==> config.mk <==
export PLATFORM = sky130hd
export DESIGN_NAME = pc_fetch_unit
export DESIGN_NICKNAME = d
export VERILOG_FILES = /design/src/rtl/pc_fetch_unit.sv
export SDC_FILE = /design/constraint.sdc
export NUM_CORES = 1
export LEC_CHECK = 0
export CORE_MARGIN = 8
export CORE_UTILIZATION = 39
export DETAILED_ROUTE_END_ITERATION = 6
export PLACE_DENSITY_LB_ADDON = 0.2
export SYNTH_ARGS = -nofsm -noshare
export SYNTH_HDL_FRONTEND = slang
export SYNTH_SLANG_ARGS = --single-unit
==> constraint.sdc <==
create_clock -name Clk -period 4.75 [get_ports Clk]
set_clock_uncertainty 0.1 [all_clocks]
set_input_delay 0.95 -clock Clk [delete_from_list [all_inputs] [get_ports Clk]]
set_output_delay 0.95 -clock Clk [all_outputs]
set_load 0.05 [all_outputs]
==> src/rtl/pc_fetch_unit.sv <==
// Program counter and next-PC sequencer for the instruction-fetch stage.
// Optional misaligned-redirect trap is enabled by defining PC_ALIGN_CHECK_EN.
module pc_fetch_unit #(
  parameter logic [31:0] RESET_PC   = 32'h0000_0000,
  parameter logic [31:0] EXC_VECTOR = 32'h8000_0180
) (
  input  logic        Clk,
  input  logic        Reset,
  input  logic [31:0] PCAddResult,
  input  logic [31:0] BranchTarget,
  input  logic        BranchTaken,
  input  logic [31:0] JumpTarget,
  input  logic        Jump,
  input  logic        Stall,
  input  logic        FetchReady,
  output logic [31:0] PCResult,
  output logic        FetchValid,
  output logic        Flush,
  output logic [31:0] FetchCount,
  output logic        AddrError
);

  localparam logic [1:0] BOOT   = 2'd0;
  localparam logic [1:0] RUN    = 2'd1;
  localparam logic [1:0] BUBBLE = 2'd2;

`ifdef PC_ALIGN_CHECK_EN
  localparam bit ALIGN_CHECK = 1'b1;
`else
  localparam bit ALIGN_CHECK = 1'b0;
`endif

  logic [1:0]  state;
  logic        redirect;
  logic        accept;
  logic        target_bad;
  logic [31:0] target;
  logic [31:0] redirect_pc;

  always_comb begin
    redirect    = Jump | BranchTaken;
    target      = Jump ? JumpTarget : BranchTarget;
    target_bad  = ALIGN_CHECK && (target[1:0] != 2'b00);
    redirect_pc = target_bad ? EXC_VECTOR : target;
    accept      = FetchValid && FetchReady && !Stall;
  end

  // FetchValid is registered alongside state so it is high exactly in RUN.
  always_ff @(posedge Clk) begin
    if (Reset) begin
      state      <= BOOT;
      PCResult   <= RESET_PC;
      FetchValid <= 1'b0;
      Flush      <= 1'b0;
      FetchCount <= '0;
    end else if (redirect) begin
      state      <= BUBBLE;
      PCResult   <= redirect_pc;
      FetchValid <= 1'b0;
      Flush      <= 1'b1;
    end else begin
      Flush <= 1'b0;
      case (state)
        BOOT, BUBBLE: begin
          state      <= RUN;
          FetchValid <= 1'b1;
        end
        RUN: begin
          FetchValid <= 1'b1;
          if (accept) begin
            PCResult   <= PCAddResult;
            FetchCount <= FetchCount + 32'd1;
          end
        end
        default: begin
          state      <= BOOT;
          FetchValid <= 1'b0;
        end
      endcase
    end
  end

`ifdef PC_ALIGN_CHECK_EN
  always_ff @(posedge Clk) begin
    if (Reset)
      AddrError <= 1'b0;
    else if (redirect && target_bad)
      AddrError <= 1'b1;
  end
`else
  assign AddrError = 1'b0;
`endif

endmodule

* Yosys cells after proc, flatten, opt, wreduce, memory -nomap -nowiden
Cells that the tools add are included.
** Word-level totals
- Flip-flop bits (word level) :: 68
- Input port bits :: 102
- Output and inout bits :: 67
- Word-level logic and storage cells :: 31
** Operators by class
- Add/sub/neg operators :: 1
- Equality and inequality tests :: 3
- Muxes and demuxes :: 8
- Bitwise gates (word level) :: 2
- Reduce and logical (&&, ||, !) cells :: 11
** Operator list (count)
- 32-bit two-way mux :: 4
- 32-bit by 1-bit adder with 32-bit output (second input constant) :: 1
- 2-bit one-hot mux with 2 select lines :: 1
- 2-bit nonzero test :: 2
- 2-bit OR reduction :: 2
- 3-bit AND reduction :: 1
- 3-bit OR reduction :: 1
- 2-bit by 1-bit equality test with 1-bit output (second input constant) :: 1
- 2-bit equality test (second input constant) :: 1
- 1-bit logical AND :: 2
- 2-bit logical NOT :: 1
- 1-bit two-way mux :: 2
- 2-bit two-way mux :: 1
- 2-bit inequality test (second input constant) :: 1
- 2-bit AND reduction :: 1
- 1-bit logical NOT :: 1
- 1-bit inverter :: 1
- 1-bit bitwise OR :: 1

* Logic depth before layout (Yosys ltp)
Gate-level depths: netlist of the first run.
- Depth in word-level cells :: 5
- Depth in mapped cells :: 8
- Gate-level depth less buffers :: 6

* Least setup slack after synthesis of the first run
Ideal clock, no wire load.
- Kind :: input-to-reg
- Start :: input BranchTaken
- End :: register FetchCount[29]
- Arrival time :: 2.502 ns
- Required time :: 4.580 ns
- Setup slack :: 2.078 ns
- Stages :: 6
- Path buffers :: 1
- Cells stage by stage :: buf_6 -> nor4b_4 -> nand4_4 -> or3_4 -> or4_1 -> a21oi_1
** Between the ends
- Longest elaborated chain between the ends :: 3
** RTL lines
- start, declared :: line 11 : input logic BranchTaken,
- 1-bit bitwise OR :: line 41 : redirect = Jump | BranchTaken;
- 1-bit inverter (no source line)
- 3-bit AND reduction (no source line)
- end signal, assigned :: line 72 : FetchCount <= FetchCount + 32'd1;
- end, declared :: line 19 : output logic [31:0] FetchCount,
Every way passes these cells.
A chain may end at the register's enable or synchronous reset.

* Worst setup path in the final report of the first run
- Start :: input Stall
- End :: register FetchCount[29]
** Between the ends
- Longest elaborated chain between the ends :: 3
** RTL lines
- start, declared :: line 14 : input logic Stall,
- 1-bit logical NOT :: line 45 : accept = FetchValid && FetchReady && !Stall;
- 1-bit logical AND :: line 45
- 3-bit AND reduction (no source line)
Every way passes these cells.

==> reports/metrics.csv, run 1 <==
metric,value,unit
drv_slew,0,
clock-sinks,68,
hold_buffers,0,
cp.required,4900,ps
grtUsageTotal,17.6,%
syn-cell-area,3380,sq um
cp-start-kind,input pin,
synth-seq-area-share,40.2,%
worst_r2r_path_depth,5,
max_stage_delay,470,ps
die_height,109,microns
grt_max_degree,69,
p_per_area,250,nW/um^2
regToRegSetupSlack,2400,ps
setup_viol,0,
hpwlAfterDp,8.47,mm
wire_per_inst,15.9,microns
ir_worst_vdd,0.142,mV
critPathCapture,FetchCount[29],
clock_latency,320,ps
post_cts_buffers,0,
coreArea,8550,sq um
finalHoldViolCount,0,
worst-setup-path-type,in -> reg,
final_cell_mix,"clkdlybuf4s50_1 (164), nand2_1 (112), dfxtp_1 (68), a21oi_1 (38), o21ai_0 (35)",
cts-htree-levels,3,
fin_setup_tns,0,ps
post_cts_resized,0,
use_met1,21.8,%
ys_top_cells_by_area,"dfxtp_1 (40%), nand2_1 (12%), mux2i_1 (9.5%)",
relSlewSlack,26.9,%
dieArea,11900,sq um
drtAntennaViolNets,0,
cap_violations,0,
synth_cells,440,
grt_pass1_vias,3348,
worstPathMaxFanout,19,
multi_input_comb_area,1870,sq um
worst_slew_pin_slew,1100,ps
final_cells,700,
area_growth,54.6,%
period_needed,2960,ps
initial_utilization,39.6,%
num-nets-final,691,
cts_tree,built,
crit_path_end_kind,register,
cpLargestDelayFamily,simple AND/OR/NAND/NOR gates,
num-fill-cells,775,
wirelength,11.1,mm
cts_made_buffers,9,
die_w,109,microns
fin_util,61.2,%
status,"finished, final reports clean",
fmax,0.338,GHz
clkTransAtPathRegs,70,ps
synth_area_per_cell,7.69,sq um
grt_pass1_wl,16.9,mm
synth_warnings,0,
worstPathArrival,3110,ps
grt_setup_unrepaired,false,
slowest_stage,clkdlybuf4s50_1,
antenna_found_initial,0,
drtIter0Drc,147,
grt_overflow,0,
timing.critical_path.buf_inv,1,
min_path_type,reg -> reg,
avgViaCountPerCell,4.98,
final_common_cell,clkdlybuf4s50_1,
synth.distinct_cells,33,
leakagePower,1.93,nW
final_area,5230,sq um
boundaryPins,169,
synth_top_area_share,40.2,%
reg2reg_from,FetchCount[2],
rows,34,
cp.depth,6,
drc,0,
use_met3,4.26,%
place_congestion,0.793,
port_buffers,167,
cts_root_buf,clkbuf_8,
post-route-period-util,62.4,%
regArea,1360,sq um
cts_max_path_buffers,2,
n_antenna_cell,0,
top_usage_layer,met2,
crit_start,Stall,
syn_nets,543,
ys_ff_latch,68,
dpl_cell_area,5060,sq um
path_cells,clkdlybuf4s50_1 -> nor4b_4 -> nand4_4 -> or3_4 -> or4_1 -> a21oi_1,
via_count,3488,
dp_cells,685,
yosys.area.top_type,dfxtp_1,
met2_usage,29.1,%
reg2reg_to,FetchCount[29],
layout-drive-gt1-share,3.89,%
dr.pass1.iters,6,
layer usage:
metal	routed length [microns]	vias up
li1	-	1777
met1	4860	1580
met2	5200	122
met3	938	9
met4	108	0
met5	0	-
cell usage after synthesis:
cell / n
or3_4: 1
or4_1: 2
and3b_1: 1
dfxtp_1: 68
a2111oi_0: 2
or2_2: 1
nand4_1: 4
clkbuf_1: 24
inv_1: 5
buf_4: 1
xor2_1: 4
nand3_1: 10
o21ai_0: 35
and2_0: 1
nor4b_4: 1
a21oi_1: 38
ha_1: 1
and4_1: 4
buf_1: 7
xnor2_1: 22
nand3b_1: 1
nand2_1: 112
nor3_1: 9
o31ai_1: 2
nor2_1: 30
and2_1: 1
buf_6: 1
or3_1: 3
mux2i_1: 32
nor4_1: 11
and3_1: 4
conb_1: 1
nand4_4: 1
worst reg2reg max path, cell delays in order (launching register included):
cell and delay (ps):
dfxtp_1 420, and3_1 210, nand3_1 420, or3_4 550
or4_1 420, a21oi_1 160
through the flow:
| stage | total power [mW] | worst slack (ps) | hold slack, ps |
|---|---|---|---|
| floorplan | 0.769 | 2080 | 348 |
| global placement | 0.909 | 1570 | 338 |
| detailed placement | 0.912 | 1460 | 342 |
| CTS | 1.33 | 1800 | 352 |
| global route | 1.37 | 1600 | 366 |
| finish | 1.31 | 1790 | 351 |
cells by family after synthesis:
group / Yosys count / share of synthesized area, %
AOI/OAI and AO/OA: 77 / 11.8
xor gates and xnor gates: 26 / 6.73
adders and majority gates: 1 / 0.370
buffers and inverters: 38 / 4.55
DFF: 68 / 40.2
muxes: 32 / 9.46
other: 1 / 0.111
and+or+nand+nor: 197 / 26.8
registers in the layout, indices dropped and copies added (netlist names):
| signal | count |
|---|---|
| Flush | 1 |
| state | 2 |
| PCResult | 32 |
| FetchValid | 1 |
| FetchCount | 32 |
worst min path at each step:
stage	from	to	cells past startpoint
after global placement	PCResult[30]	PCResult[30]	2
after detailed placement	PCResult[27]	PCResult[27]	2
after floorplan	state[1]	FetchValid	1
after global routing	PCResult[27]	PCResult[27]	2
after CTS	PCResult[27]	PCResult[27]	2
final	PCResult[30]	PCResult[30]	2
final cells by class:
class                      instances  share of cell area (%)
clock buffer                      13                    3.04
clock inverter                     2                   0.191
inverter                           5                   0.359
multi-input combinational        334                    35.7
sequential                        68                    26.0
tap                              108                    2.58
timing repair buffer             170                    32.1
report_power, final:
group,internal [mW],total [mW],switching [mW],leakage (nW)
registers,0.592,0.602,0.0101,0.556
logic,0.138,0.295,0.157,1.29
clock network,0.214,0.412,0.198,0.0893
No activity file was read; power rests on OpenSTA's default activity.
==> inputs of run 2 (changes only) <==
Settings changed: CORE_UTILIZATION 39 to 37.
Clock period 4.75 ns to 2.4 ns, I/O delays scaled along.
==> run 2 against run 1 <==
Net effect: largest power group unchanged; final area increased by 2.7%; hold slack worse by 2.3 ps; highest routed layer unchanged; die area up 4.6%; critical path type is now reg -> out; sequential share of layout area decreased by 0.67 points; non-clock buffer count rose by 9; via count rose by 0.46%; count of clock-buffer cells in the layout fell by 2; register-to-register slack worse by 2100 ps; core utilization shrank 1.9 points; flip-flop and latch count did not move.
==> reports/metrics.csv, run 2 (synthesis results as in run 1) <==
metric,value,unit,change
via_count,3504,,+0.46%
p_per_area,508,nW/um^2,+100%
grtUsageTotal,17.3,%,-0.33 points
cpLargestDelayFamily,buffers and inverters,,
clock-sinks,68,,unchanged
ir_worst_vdd,0.437,mV,+210%
regArea,1360,sq um,about the same
worst_slew_pin_slew,563,ps,-533 ps
drv_slew,0,,unchanged
post_cts_buffers,0,,unchanged
met2_usage,28.8,%,-0.32 points
setup_viol,0,,unchanged
final_cells,713,,+1.9%
leakagePower,1.99,nW,+3.1%
layout-drive-gt1-share,5.81,%,+1.9 points
place_ws,-69.4,ps,-1530 ps
final_common_cell,clkdlybuf4s50_1,,
cts_root_buf,clkbuf_8,,
hpwlAfterDp,8.36,mm,-1.3%
grt_overflow,0,,unchanged
grt_pass1_vias,3411,,+1.9%
relSlewSlack,62.3,%,+35 points
clock_latency,330,ps,about the same
crit_path_end_kind,primary output,,
cts_tree,built,,
finalWorstSetupSlack,152,ps,-1640 ps
drtAntennaViolNets,0,,unchanged
avgViaCountPerCell,4.91,,-1.4%
status,"finished, final reports clean",,
fin_setup_tns,0,ps,unchanged
post-route-period-util,93.7,%,
die_height,112,microns,+2.3%
slowest_stage,clkdlybuf4s50_1,,
top_usage_layer,met2,,
worst-setup-path-type,reg -> out,,
initial_utilization,37.3,%,-2.2 points
cap_violations,0,,unchanged
die_w,112,microns,+2.3%
dieArea,12500,sq um,+4.6%
area_growth,58.9,%,
wire_per_inst,15.4,microns,-2.7%
cp.required,1820,ps,-3080 ps
cts-htree-levels,3,,unchanged
wirelength,11.0,mm,-0.92%
place_congestion,0.869,,+9.6%
fmax,0.445,GHz,
rows,35,,+2.9%
worstPathArrival,1670,ps,-1440 ps
period_needed,2250,ps,
path_cells,clkdlybuf4s50_1,,
dp_cells,697,,+1.8%
multi_input_comb_area,1870,sq um,unchanged
largestRegisters,"FetchCount (32), PCResult (32), state (2)",,
cp-start-kind,register,,
min_path_type,reg -> reg,,
dr.pass1.iters,5,,-1
num-fill-cells,839,,+8.3%
cts_max_path_buffers,2,,unchanged
grt_pass1_wl,17.8,mm,+5.1%
grt_setup_unrepaired,false,,
clkTransAtPathRegs,80,ps,about the same
drc,0,,unchanged
coreArea,9060,sq um,+6.0%
finalHoldViolCount,0,,unchanged
hold_buffers,0,,unchanged
timing.critical_path.buf_inv,1,,unchanged
grt_max_degree,67,,-2.9%
worstPathMaxFanout,5,,-14
fin_util,59.3,%,-1.9 points
final_cell_mix,"clkdlybuf4s50_1 (164), nand2_1 (112), dfxtp_1 (67), a21oi_1 (38), o21ai_0 (35)",,
boundaryPins,169,,unchanged
drtIter0Drc,193,,+31%
use_met1,21.5,%,-0.29 points
max_stage_delay,870,ps,+400 ps
post_cts_resized,0,,unchanged
port_buffers,167,,unchanged
antenna_found_initial,0,,unchanged
use_met3,4.44,%,+0.18 points
n_antenna_cell,0,,unchanged
num-nets-final,700,,+1.3%
cts_made_buffers,9,,unchanged
run 2: cell count changes in the layout (fill, tap and decap cells not counted), sizes merged:
cell      before  now
buf            6   15
bufinv         0    1
clkbuf        13   11
clkinv         2    1
clkinvlp       0    3
run 2: metal layers:
layer  share of wire [%]  vias up
met5                   0        -
met4                0.59        0
met3                 6.1        5
met2                  47      127
met1                  47     1573
li1                    -     1799
run 2: path summary, 6_finish.rpt:
kind / start / to / slack, ps / cells after the start
setup / recovery: FetchCount[0] / FetchCount[0] / 150 / 1
hold / removal: PCResult[22] / PCResult[22] / 350 / 2
setup reg to reg: FetchCount[22] / FetchCount[31] / 340 / 5
hold reg to reg: PCResult[22] / PCResult[22] / 350 / 2
run 2: report_power, final:
part,internal [mW],switching [mW]
combinational,0.283,0.310
clock,0.510,0.439
sequential,1.17,0.0196
total,1.96,0.768
run 2: final cells by class:
cell class                 count  share of cell area [%]
multi-input combinational    334                    34.8
timing repair buffer         179                    33.2
sequential                    68                    25.3
clock buffer                  11                    2.63
tap                          111                    2.58
clock inverter                 5                    1.14
inverter                       5                   0.349
run 2: worst reg2reg max path, cell delays in order, from the launching register on:
cell and delay, ps:
dfxtp_1 430, and4_1 260, nand3_1 200, or2_2 360, or4_1 470, a21oi_1 170
run 2: per-stage QoR:
stage | area, sq um | power [mW] | hold WS [ps]
2_1_floorplan | 3390 | 1.52 | 348
3_3_place_gp | 5170 | 1.81 | 338
3_5_place_dp | 5170 | 1.81 | 342
4_1_cts | 5380 | 2.77 | 352
5_1_grt | 5380 | 2.86 | 374
6_report | 5380 | 2.73 | 349
